## src/rtl/button_conditioner.sv

```systemverilog
// Purpose : synchronise active-low push-buttons and slider switches into Clk,
//           debounce each button, emit clean level plus 1-cycle press/release pulses.
// Latency : switches 2 edges; a button change held from edge k is seen at edge k+D+1.
// Backpressure: none; free-running conditioning stage, every output is registered.
//
// Ports:
//   Clk, Reset      clock and synchronous active-high reset
//   btn_n_i         raw push-buttons, active low
//   sw_i            raw slider switches
//   btn_level_o     debounced pressed level (active high)
//   btn_press_o     1-cycle pulse when a press is accepted
//   btn_release_o   1-cycle pulse when a release is accepted
//   sw_o            synchronised switches
module button_conditioner #(
  parameter int N_BTN           = 2,
  parameter int SW_WIDTH        = 16,
  parameter int DEBOUNCE_CYCLES = 16
) (
  input  logic                Clk,
  input  logic                Reset,
  input  logic [N_BTN-1:0]    btn_n_i,
  input  logic [SW_WIDTH-1:0] sw_i,
  output logic [N_BTN-1:0]    btn_level_o,
  output logic [N_BTN-1:0]    btn_press_o,
  output logic [N_BTN-1:0]    btn_release_o,
  output logic [SW_WIDTH-1:0] sw_o
);

  localparam int CW = $clog2(DEBOUNCE_CYCLES);
  localparam logic [CW-1:0] CNT_MAX = CW'(DEBOUNCE_CYCLES - 1);

  // Button synchronisers hold the inverted (pressed = 1) sense.
  logic [N_BTN-1:0]           btn_sync1_q, btn_sync2_q;
  logic [N_BTN-1:0]           stable_q, stable_d;
  logic [N_BTN-1:0]           press_q, press_d;
  logic [N_BTN-1:0]           release_q, release_d;
  logic [N_BTN-1:0][CW-1:0]   cnt_q, cnt_d;
  logic [SW_WIDTH-1:0]        sw_sync1_q, sw_q;

  // Debounce: a differing synchronised level must persist for D consecutive
  // edges (counting 0..D-1, then accepting on the D-th). Any agreement with the
  // stable level clears the count, so short bounces are absorbed. The counter
  // is bounded by the CNT_MAX compare and never wraps.
  always_comb begin
    stable_d  = stable_q;
    cnt_d     = cnt_q;
    press_d   = '0;
    release_d = '0;
    for (int i = 0; i < N_BTN; i++) begin
      if (btn_sync2_q[i] == stable_q[i]) begin
        cnt_d[i] = '0;
      end else if (cnt_q[i] == CNT_MAX) begin
        stable_d[i]  = btn_sync2_q[i];
        cnt_d[i]     = '0;
        // Edge pulses are registered alongside the stable update so they
        // line up with the level change.
        press_d[i]   = btn_sync2_q[i];
        release_d[i] = ~btn_sync2_q[i];
      end else begin
        cnt_d[i] = cnt_q[i] + CW'(1);
      end
    end
  end

  always_ff @(posedge Clk) begin
    if (Reset) begin
      btn_sync1_q <= '0;
      btn_sync2_q <= '0;
      stable_q    <= '0;
      cnt_q       <= '0;
      press_q     <= '0;
      release_q   <= '0;
      sw_sync1_q  <= '0;
      sw_q        <= '0;
    end else begin
      btn_sync1_q <= ~btn_n_i;
      btn_sync2_q <= btn_sync1_q;
      stable_q    <= stable_d;
      cnt_q       <= cnt_d;
      press_q     <= press_d;
      release_q   <= release_d;
      sw_sync1_q  <= sw_i;
      sw_q        <= sw_sync1_q;
    end
  end

  assign btn_level_o   = stable_q;
  assign btn_press_o   = press_q;
  assign btn_release_o = release_q;
  assign sw_o          = sw_q;

endmodule

```

## config.mk

```make
export PLATFORM = sky130hd
export DESIGN_NAME = button_conditioner
export DESIGN_NICKNAME = d
export VERILOG_FILES = /design/src/rtl/button_conditioner.sv
export SDC_FILE = /design/constraint.sdc
export NUM_CORES = 1
export LEC_CHECK = 0
export ABC_CLOCK_PERIOD_IN_PS = 2470
export BUFFER_PORTS_ARGS = -buffer_cell sky130_fd_sc_hd__buf_2
export CAP_MARGIN = 20
export CORE_MARGIN = 2
export CORE_UTILIZATION = 50
export DETAILED_ROUTE_END_ITERATION = 10
export GPL_TIMING_DRIVEN = 0
export PLACE_DENSITY_LB_ADDON = 0.3
export SLEW_MARGIN = 5
export SYNTH_ARGS = -nofsm -noshare
export SYNTH_HDL_FRONTEND = slang
export SYNTH_SLANG_ARGS = --single-unit
```

## constraint.sdc

```tcl
create_clock -name Clk -period 2.47 [get_ports Clk]
set_input_delay 0 -clock Clk [delete_from_list [all_inputs] [get_ports Clk]]
set_output_delay 0 -clock Clk [all_outputs]
set_load 0.05 [all_outputs]
```

==> results.yml <==
worst_setup_path:
  reg2regPathDepth: 4
  r2r_start: "cnt_q[0]"
  worstSetupStartpoint: "cnt_q[0]"
  startpoint_type: "flop"
  crit_chain: "ha_1 > nand3_1 > or3b_1 > nor2_1"
  cp-end-kind: "flop"
  required_ns: 2.77
  crit_slowest_cell: "or3b_1"
  path_max_fanout: 4
  slowest_delay_ns: 0.41
  path_class: "flop to flop"
  critical_path_arrival_ns: 1.62
placed_design:
  hpwl_mm: 1.568
  gp_congestion: 0.6984
  io_buffers: 40
min_path:
  min-delay-start: "btn_n_i[1]"
  hp-class: "primary input to flop"
  min_path_cells: 3
global_route:
  grt_max_degree: 16
  grt_use_total_pct: 16.30
  grt_pass1_wl_mm: 3.953
  grt_pass1_vias: 1016
  grt_antenna_before_repair: 0
  grt-ovfl-total: 0
sta:
  max_freq_mhz: 755.9
  drv_slew: 0
  setup_viol: 0
  slew_headroom_pct: 68.47
  finalSetupTns_ns: 0
  min_period_ns: 1.323
  finalHoldViolCount: 0
  worst_pin_slew_ns: 0.4730
  finalClockSkew_ns: 0.01452
  grt_setup_unrepaired: "false"
  fin_crit_sh_pct: 53.56
final_layout:
  layout-drive-gt1-share_pct: 25.79
  antenna_cells: 0
  nFillCells: 228
  final_common_cell: "dfxtp_1"
  regArea_um2: 1001
  multi_input_area_um2: 430.4
  fin_nets: 211
  syn2layout_area_growth_pct: 33.79
  layout.cells.most_common_list: "50 x dfxtp_1, 41 x buf_2, 34 x nor2b_1, 19 x dlygate4sd3_1, 10 x nor2_1"
  final_core_util_pct: 70.78
die:
  io_pins: 42
  core_area_um2: 2758
  num_rows: 19
  die_h_um: 58.02
  start_util_pct: 52.90
  die_w_um: 58.02
  die_area_um2: 3366
synth:
  ys_ff_latch: 50
  avgSynthCellArea_um2: 11.86
  synth_nets: 145
  netlist_area_um2: 1459
  syn_inst: 123
  yosysWarningCount: 0
  yosysSeqAreaShare_pct: 68.61
  yosysUniqueCellTypes: 15
routing:
  drtIter0Drc: 15
  drc_errors: 0
  first_pass_iters: 4
  postRouteAntennaNets: 0
  avgRoutedWirePerCell_um: 10.93
  vias_per_cell: 4.661
  route.vias.total: 1030
  wl_mm: 2.415
job:
  drv_cap: 0
status:
  status: "finished, final reports clean"
clock_network:
  clkSinkCount: 50
  clock_path_buffers: 2
  htree_levels: 2
  cts_root_buf: "clkbuf_4"
  cts_tree: "built"
  clk_latency_ns: 0.36
  cts.clk_slew.worst_paths_ns: 0.13
  cts_buffers: 5
pwr:
  power.leakage_nw: 0.8752
  peakVddDrop_mv: 0.6275
  powerDensity_nw_per_um2: 684.9
==> worst paths after layout <==
path | end | slack, ns
setup / recovery | cnt_q[1] | 1.15
hold / removal | btn_sync1_q[1] | 0.33
setup reg to reg | cnt_q[1] | 1.15
hold reg to reg | btn_sync2_q[0] | 0.45
==> sequential cells by signal (all words and copies together) (netlist names) <==
signal / flops
btn_release_o: 2
sw_sync1_q: 16
cnt_q: 8
sw_o: 16
btn_press_o: 2
btn_level_o: 2
btn_sync2_q: 2
btn_sync1_q: 2
==> cell usage after synthesis, drive strengths merged <==
library cell	number	area share (%)
clkbuf	3	0.77
nor2	10	2.6
buf	2	0.60
nor2b	34	15
nand3	4	1.4
inv	2	0.51
ha	2	1.7
dfxtp	50	69
nor3	2	0.69
or3b	2	1.2
mux2i	2	1.4
xnor2	4	2.4
nor4b	4	2.4
xor2	2	1.2
==> per-stage QoR <==
step | area, µm² | std cells | hold slack, ns | total power, mW | worst slack, ns
floorplan | 1459 | 123 | 0.07238 | 0.9258 | 1.100
global placement | 1698 | 194 | 0.1644 | 0.9535 | 1.222
detailed placement | 1698 | 194 | 0.1658 | 0.9566 | 1.153
CTS | 1952 | 221 | 0.3035 | 1.347 | 1.126
global route | 1952 | 221 | 0.3188 | 1.390 | 1.074
finish | 1952 | 221 | 0.3338 | 1.337 | 1.147
==> critical path, delay by kind of cell, from the launching register on <==
kind	cells	cell delay, ns
adder cells (fa/ha/maj)	1	0.22
AND/OR/NAND/NOR	3	0.70
flip-flops	1	0.35
==> final cells by class <==
cell class / instances / area share, %
buffer: 5 / 1.026
timing repair buffer: 59 / 20.00
clock buffer: 6 / 2.628
multi-input combinational: 66 / 22.05
inverter: 2 / 0.3846
tap: 31 / 1.987
sequential: 50 / 51.28
clock inverter: 2 / 0.6410
==> power by group <==
| group | internal, mW | switching (mW) |
|---|---|---|
| logic | 0.0536 | 0.0668 |
| registers | 0.834 | 0.00659 |
| clock network | 0.137 | 0.238 |
| total | 1.03 | 0.312 |
==> cell families (layout without fill, tap and decap cells) <==
logic type               count (synthesis)  count (layout)  share of synthesized area (%)
AND/OR/NAND/NOR                         56              56                          22.81
flip-flops                              50              50                          68.61
buffers and inverters                    7              74                          1.886
XOR/XNOR                                 6               6                          3.602
adder cells (fa/ha/maj)                  2               2                          1.715
multiplexers                             2               2                          1.372
==> metal layers <==
metal | vias up | track usage (%) | routed length, µm
li1 | 519 | - | -
met2 | 29 | 30.36 | 1329
met3 | 10 | 4.688 | 107
met5 | - | 0 | 0
met4 | 0 | 11.30 | 82
met1 | 472 | 14.95 | 896
==> repair_timing <==
| item | 4_1_cts | 5_1_grt |
|---|---|---|
| hold buffers | 19 | 0 |
| endpoints found under the setup margin | 0 | 0 |
| buffers inserted | 0 | 0 |
| endpoints found under the hold margin | 22 | 0 |
| gates resized for setup | 0 | 0 |
(Power assumes the default switching activity.)
